$ cat config.mk
export PLATFORM = sky130hd
export DESIGN_NAME = hazard_ctrl
export DESIGN_NICKNAME = d
export VERILOG_FILES = /design/src/rtl/hazard_ctrl.sv
export SDC_FILE = /design/constraint.sdc
export NUM_CORES = 1
export LEC_CHECK = 0
export CORE_AREA = 4 4 71 73
export DETAILED_ROUTE_END_ITERATION = 10
export DIE_AREA = 0 0 75 77
export MAX_ROUTING_LAYER = met4
export PLACE_DENSITY = 0.89
export SYNTH_ARGS = -nofsm -noshare
export SYNTH_HDL_FRONTEND = slang
export SYNTH_SLANG_ARGS = --single-unit
$ cat constraint.sdc
create_clock -name clk -period 5.9 [get_ports clk]
set_input_delay 0.59 -clock clk [delete_from_list [all_inputs] [get_ports clk]]
set_output_delay 0.59 -clock clk [all_outputs]
set_load 0.05 [all_outputs]
$ cat src/rtl/hazard_ctrl.sv
// rtl/hazard_ctrl.sv - ID-stage hazard controller: load-use/external stall, EX redirect flush, counters
module hazard_ctrl #(
  parameter int CNT_W     = 16,
  parameter int MAX_STALL = 8
) (
  input  logic             clk,
  input  logic             rst_n,
  input  logic             ex_mem_read,
  input  logic [4:0]       ex_rt,
  input  logic [4:0]       id_rs,
  input  logic [4:0]       id_rt,
  input  logic             id_uses_rt,
  input  logic             ex_redirect,
  input  logic             ext_stall,
  input  logic             cnt_clr,
  output logic             pc_write,
  output logic             ifid_write,
  output logic             ifid_flush,
  output logic             idex_flush,
  output logic [1:0]       state,
  output logic [CNT_W-1:0] stall_cnt,
  output logic [CNT_W-1:0] flush_cnt,
  output logic             stall_err
);

  typedef enum logic [1:0] {
    RUN      = 2'd0,
    STALL    = 2'd1,
    REDIRECT = 2'd2
  } state_t;

  localparam int CW = $clog2(MAX_STALL + 2);
  localparam logic [CW-1:0] CONSEC_MAX  = CW'(MAX_STALL + 1);
  localparam logic [CW-1:0] CONSEC_LAST = CW'(MAX_STALL);

  state_t        cur_state;
  state_t        nxt_state;
  logic          lu;
  logic          stl;
  logic          stall_act;
  logic          redirect_act;
  logic [CW-1:0] consec;

  // r0 is never a real dependency, which also keeps a flushed NOP in ID from stalling
  assign lu  = ex_mem_read && (ex_rt != 5'd0) &&
               ((ex_rt == id_rs) || (id_uses_rt && (ex_rt == id_rt)));
  assign stl = lu || ext_stall;

  // Outputs are forced to run values while reset is asserted, independent of inputs
  assign redirect_act = rst_n && ex_redirect;
  assign stall_act    = rst_n && !ex_redirect && stl;

  always_comb begin
    nxt_state  = RUN;
    pc_write   = 1'b1;
    ifid_write = 1'b1;
    ifid_flush = 1'b0;
    idex_flush = 1'b0;
    if (redirect_act) begin
      nxt_state  = REDIRECT;
      ifid_flush = 1'b1;
      idex_flush = 1'b1;
    end else if (stall_act) begin
      nxt_state  = STALL;
      pc_write   = 1'b0;
      ifid_write = 1'b0;
      idex_flush = 1'b1;
    end
  end

  always_ff @(posedge clk or negedge rst_n) begin
    if (!rst_n) begin
      cur_state <= RUN;
    end else begin
      cur_state <= nxt_state;
    end
  end

  assign state = cur_state;

  always_ff @(posedge clk or negedge rst_n) begin
    if (!rst_n) begin
      stall_cnt <= '0;
      flush_cnt <= '0;
      consec    <= '0;
      stall_err <= 1'b0;
    end else if (cnt_clr) begin
      stall_cnt <= '0;
      flush_cnt <= '0;
      consec    <= '0;
      stall_err <= 1'b0;
    end else begin
      if (stall_act && (stall_cnt != '1)) begin
        stall_cnt <= stall_cnt + 1'b1;
      end
      if (redirect_act && (flush_cnt != '1)) begin
        flush_cnt <= flush_cnt + 1'b1;
      end
      if (stall_act) begin
        if (consec != CONSEC_MAX) begin
          consec <= consec + 1'b1;
        end
        // This edge takes consec to MAX_STALL+1 (or it is already there)
        if (consec >= CONSEC_LAST) begin
          stall_err <= 1'b1;
        end
      end else begin
        consec <= '0;
      end
    end
  end

endmodule
==> results of run 1 <==
==> final cells by class <==
class | count | share of cell area
clock buffer | 6 | 0.0276
tap | 52 | 0.0217
sequential | 39 | 0.326
clock inverter | 2 | 0.0117
timing repair buffer | 62 | 0.204
multi-input combinational | 177 | 0.401
inverter | 7 | 0.00877
==> cell families (layout without fill, tap and decap cells) <==
family / count (synthesis) / in the layout / synth area share
compound gates: 39 / 39 / 0.125
simple gates: 104 / 104 / 0.263
mux: 7 / 7 / 0.0351
xor+xnor: 23 / 23 / 0.0897
flops: 39 / 39 / 0.435
buf+inv: 14 / 77 / 0.0301
fa+ha+maj: 4 / 4 / 0.0223
==> per-layer routing <==
layer,GRT usage,vias to the layer above
li1,-,949
met1,0.239,954
met2,0.318,55
met3,0.0562,15
met4,0.0712,0
met5,-,-
==> cell usage in the layout, fill, tap and decap left out, types with 3 or more instances in the layout <==
| master | n |
|---|---|
| nor4b_1 | 3 |
| nand2_1 | 14 |
| nand4_1 | 6 |
| clkbuf_8 | 6 |
| nor2_1 | 29 |
| or3_1 | 4 |
| nor3_1 | 8 |
| and3_1 | 4 |
| o21ai_0 | 3 |
| dfrtp_1 | 39 |
| mux2i_1 | 3 |
| xor2_1 | 8 |
| inv_1 | 6 |
| clkdlybuf4s50_1 | 59 |
| nand3b_1 | 3 |
| nor2b_1 | 5 |
| a21oi_1 | 14 |
| nand3_1 | 14 |
| ha_1 | 4 |
| xnor2_1 | 15 |
==> power groups by stage <==
stage,logic (W),clock network [W],registers [W]
6_report,0.0000689,0.000238,0.000272
5_1_grt,0.0000740,0.000254,0.000272
4_1_cts,0.0000700,0.000242,0.000272
3_5_place_dp,0.0000697,0,0.000277
3_3_place_gp,0.0000680,0,0.000277
2_1_floorplan,0.0000292,0,0.000284
==> flip-flops by register name, indices dropped and copies added, names as in the netlist <==
register / flops
flush_cnt: 16
stall_cnt: 16
stall_err: 1
state: 2
consec: 4
==> cells in the mapped netlist, drive strengths merged (2+ instances only) <==
cell type,number,share of area
a21bo,2,0.0089
a21boi,2,0.0084
a21oi,14,0.031
a311oi,2,0.0078
a31oi,2,0.0056
and3,4,0.011
buf,3,0.012
clkbuf,4,0.0067
dfrtp,39,0.43
ha,4,0.022
inv,7,0.012
mux2,4,0.022
mux2i,3,0.013
nand2,14,0.023
nand2b,2,0.0078
nand3,14,0.031
nand3b,3,0.010
nand4,9,0.037
nor2,29,0.048
nor2b,5,0.014
nor3,8,0.018
nor4,2,0.012
nor4b,3,0.012
o211a,2,0.012
o21ai,4,0.0089
o22ai,2,0.0084
o31ai,2,0.0067
or3,4,0.011
or4,3,0.012
xnor2,15,0.059
xor2,8,0.031
==> per-stage QoR <==
| stage | utilization | hold WS (ps) |
|---|---|---|
| 6_report | 0.688 | 342 |
| 5_1_grt | 0.688 | 378 |
| 4_1_cts | 0.688 | 354 |
| 3_5_place_dp | 0.661 | 503 |
| 3_3_place_gp | 0.661 | 481 |
| 2_1_floorplan | - | 294 |
==> worst reg2reg max path, delay by kind of cell, from the launching register on <==
family | cells | cell delay [ps]
flip-flops | 1 | 430
adder cells (fa/ha/maj) | 1 | 270
multiplexers | 1 | 290
AO/OA/AOI/OAI | 1 | 210
AND/OR/NAND/NOR | 4 | 1140
==> how the worst max path moves through the flow <==
stage | startpoint | endpoint | slack (ps)
5_1_grt | ex_rt[1] | pc_write | 1930
3_3_place_gp | ex_rt[1] | ifid_write | 2010
3_5_place_dp | ex_rt[1] | pc_write | 1990
6_report | ex_rt[1] | pc_write | 2000
2_1_floorplan | ex_rt[1] | idex_flush | 3140
4_1_cts | ex_rt[1] | pc_write | 1980
==> flow_summary.yaml, run 1 <==
outcome:
  outcome: "finished clean"
worst_setup_path:
  crit_buf_inv: 2
  ff2ff_path_depth: 7
  crit_slowest_cell: "clkdlybuf4s50_1"
  crit_family: "buffers and inverters"
  critical_path.max_fanout: 15
  cp.arrival_ps: 3310
  critPathLaunchType: "input pin"
  reg2reg_to: "stall_cnt[3]"
  path_cells: "clkdlybuf4s50_1 -> or4_4 -> o211a_4 -> a21boi_2 -> clkdlybuf4s50_1"
  crit_top_cell: "clkdlybuf4s50_1"
  crit_path_end_kind: "output pin"
  ff2ff_setup_slack_ps: 3450
  path_class: "in -> out"
  r2r-start: "stall_cnt[0]"
  cp_num_cells: 5
  critical_path.max_stage_delay_ps: 930
  cp.required_ps: 5310
clock_tree:
  insertion_delay_ps: 300
  cts_max_path_buffers: 2
  numCtsBuffers: 5
  clk_pin_slew_ps: 80
  cts.sinks: 39
  post_cts_buffers: 0
  cts_resized: 0
  cts_hold_buf: 0
  cts_root_buffer: "clkbuf_8"
  ctsHtreeMaxLevel: 2
  cts_tree: "yes"
drt:
  vias: 1973
  wl_met3_microns: 289
  top_layer: "met4"
  first_pass_iters: 4
  ant_nets: 0
  avgViaCountPerCell: 5.72
  wl_met1_microns: 2260
  routed_wl_microns: 5320
  wire_per_inst_microns: 15.4
  drc_errors: 0
  dr_wl_met2_microns: 2630
  drtIter0Drc: 61
hold_path:
  hold_class: "in -> async"
synth:
  synth-edff-count: 0
  syn_inst: 230
  ys_ff_latch: 39
  avgSynthCellArea_sq_um: 9.76
  ys_warn_count: 0
  synth-main-ff-cell: "dfrtp_1"
  syn_area_sq_mm: 0.00224
  seq_area_frac_synth: 0.435
  ys_async_sr_fraction: 1.00
  syn_nets: 256
  synth.distinct_cells: 54
pwr:
  power_density_mw_per_mm2: 193
  p_int_w: 0.000436
  sw_frac_of_total: 0.247
  leakagePower_nw: 1.24
  combPwrFrac: 0.119
  vdd_drop_max_uv: 148
  seq_power_share: 0.470
  switchingPower_w: 0.000143
  p_clk_frac: 0.411
  power_w: 0.000578
floorplanning:
  die-area_sq_mm: 0.00578
  coreArea_sq_mm: 0.00435
  num_rows: 24
  ioPinCount: 61
  dieHeight_microns: 77
  fp.dieW_microns: 75
  start_util: 0.516
placed_design:
  portBuffers: 60
  dp.cells: 337
  placed_area_sq_mm: 0.00288
  place_congestion: 0.804
  dp_hpwl_microns: 3770
  place_ws_ps: 1990
sta:
  clock_skew_ps: 4.39
  clock.fmax_ghz: 0.256
  finalSetupViolations: 0
  tns_ps: 0
  layout_setup_ws_ps: 2000
  relSlewSlack: 0.583
  fin_crit_ps: 3900
  fin_crit_sh: 0.661
  hold_viol_final: 0
  rsz0062_at_grt: "false"
  worstMarginPinSlew_ps: 619
  drv_slew: 0
layout:
  fin_cells: 345
  drive_gt1_frac: 0.0922
  area_growth_pct: 33.5
  num_antenna_cells: 0
  finish.instance_area_sq_mm: 0.00300
  fillCellCount: 341
  nets: 318
  seqCellArea_sq_um: 976
  multiInputGateArea_sq_mm: 0.00120
global_routing:
  grt_use_total: 0.200
  grt_pass1_wl_microns: 8790
  grt_pass1_vias: 1919
  grt_overflow: 0
  grt_start_max_net_pins: 43
  antenna_found_initial: 0
run:
  max_cap_violations: 0
No activity file was read; power rests on OpenSTA's default activity.
==> inputs of run 2 (changes only) <==
Settings changed: CORE_AREA 4 4 71 73 to 4 4 74 76, DIE_AREA 0 0 75 77 to 0 0 78 80, PLACE_DENSITY 0.89 to 0.82.
Clock period 5.9 ns to 3.6 ns, I/O delays scaled along.
==> run 2 against run 1 <==
- design area increased by 0.33%
- critical endpoint is now idex_flush
- sequential cell count stayed put
- power up 59%
- clock power rose by 51%
- non-clock buffer count grew 1
- wire length is 1.7% lower
- largest cell class unchanged
- via count decreased by 0.25%
- utilization decreased by 5.2 points
- register-to-register slack worse by 2300 ps
- critical path type unchanged
- hold slack worse by 210 ps
==> flow_summary.yaml, run 2 (synthesized netlist as in run 1, its figures left out) <==
sta:
  drv_slew: 0
  fin_crit_sh: 0.831
  tns_ps: 0
  clock.fmax_ghz: 0.334
  relSlewSlack: 0.442
  fin_crit_ps: 2990
  finalSetupViolations: 0
  clock_skew_ps: 8.95
  worstMarginPinSlew_ps: 835
  rsz0062_at_grt: "false"
  hold_viol_final: 0
worst_setup_path:
  critical_path.max_fanout: 3
  crit_path_end_kind: "output pin"
  critical_path.max_stage_delay_ps: 700
  cp.required_ps: 3240
  path_cells: "clkdlybuf4s50_1 -> or4_4 -> o211a_4 -> a21boi_2 -> nand2_1 -> clkdlybuf4s50_1"
  crit_top_cell: "clkdlybuf4s50_1"
  ff2ff_path_depth: 7
  critPathLaunchType: "input pin"
  path_class: "in -> out"
  crit_slowest_cell: "clkdlybuf4s50_1"
  cp.arrival_ps: 2630
clock_tree:
  insertion_delay_ps: 290
  post_cts_buffers: 0
  cts.sinks: 39
  numCtsBuffers: 5
  ctsHtreeMaxLevel: 2
  cts_max_path_buffers: 2
  cts_resized: 0
  clk_pin_slew_ps: 80
  cts_hold_buf: 0
  cts_tree: "yes"
  cts_root_buffer: "clkbuf_8"
pwr:
  switchingPower_w: 0.000225
  leakagePower_nw: 1.23
  vdd_drop_max_uv: 226
  sw_frac_of_total: 0.246
  p_clk_frac: 0.392
  combPwrFrac: 0.123
  p_int_w: 0.000693
  seq_power_share: 0.485
  power_density_mw_per_mm2: 305
outcome:
  outcome: "finished clean"
global_routing:
  grt_overflow: 0
  antenna_found_initial: 0
  grt_pass1_vias: 1925
  grt_use_total: 0.176
  grt_pass1_wl_microns: 8740
  grt_start_max_net_pins: 42
layout:
  nets: 319
  reg_top3: "flush_cnt: 16 flops, stall_cnt: 16 flops, consec: 4 flops"
  num_antenna_cells: 0
  area_growth_pct: 33.9
  layout_common_cells: "clkdlybuf4s50_1 (57), dfrtp_1 (39), nor2_1 (29)"
  finish.instance_area_sq_mm: 0.00301
  fillCellCount: 382
  drive_gt1_frac: 0.0990
  final_common_cell: "clkdlybuf4s50_1"
drt:
  drtIter0Drc: 106
  vias: 1968
  avgViaCountPerCell: 5.47
  ant_nets: 0
  first_pass_iters: 5
  wire_per_inst_microns: 14.5
  routed_wl_microns: 5220
  drc_errors: 0
hold_path:
  hold_class: "in -> async"
floorplanning:
  die-area_sq_mm: 0.00624
  coreArea_sq_mm: 0.00472
  ioPinCount: 61
  dieHeight_microns: 80
  fp.dieW_microns: 78
  num_rows: 25
  start_util: 0.475
run:
  max_cap_violations: 0
placed_design:
  place_congestion: 0.796
  dp_hpwl_microns: 3770
  placed_area_sq_mm: 0.00290
  portBuffers: 60
## run 2: cell count changes in the layout (fill, tap and decap cells not counted)
cell             previous run  this run
clkdlybuf4s50_1            59        57
clkbuf_8                    6         5
buf_4                       2         5
clkinv_2                    1         0
clkinvlp_4                  0         1
## run 2: path summary, 6_finish.rpt
path                              start            to  slack [ps]
max                            ex_rt[1]    idex_flush         610
min                               rst_n     stall_err         130
max reg2reg                stall_cnt[0]  stall_cnt[3]        1130
min reg2reg                   stall_err     stall_err         510
max in group asynchronous         rst_n  flush_cnt[7]        3100
min in group clk              stall_err     stall_err         510
## run 2: routing by layer
layer | wire length (microns) | vias to the layer above | track usage
met3 | 371 | 4 | 0.0508
li1 | - | 958 | -
met4 | 22 | 0 | 0.0297
met1 | 2410 | 932 | 0.216
met5 | 0 | - | -
met2 | 2420 | 74 | 0.294
## run 2: layout make-up
cell class | count | area (sq um) | area share
clock buffers | 5 | 68.8 | 0.0229
flip-flops and latches | 39 | 976 | 0.325
well taps | 67 | 83.8 | 0.0279
multi-input cells | 177 | 1200 | 0.400
repair buffers | 63 | 613 | 0.204
inverters | 7 | 26.3 | 0.00874
clock inverters | 2 | 37.5 | 0.0125
## run 2: critical path: cells and delay by family
kind            cells  cell delay, ps
buf+inv             2            1180
simple gates        2             650
compound gates      2             440
## run 2: per-stage QoR
stage	power (W)	hold slack (ps)	setup WS, ps	utilization	instances
floorplan	0.000514	64.4	1100	-	230
finish	0.000918	133	607	0.637	360
detailed placement	0.000568	468	602	0.614	353
global route	0.000948	173	542	0.637	360
global placement	0.000566	461	611	0.614	353
CTS	0.000926	147	597	0.637	360
## run 2: power by group through the flow
stage               Sequential, W  Combinational, W  Clock (W)
floorplan                0.000466         0.0000478          0
global placement         0.000454          0.000113          0
detailed placement       0.000454          0.000114          0
CTS                      0.000445          0.000114   0.000367
global route             0.000446          0.000122   0.000380
finish                   0.000445          0.000113   0.000359
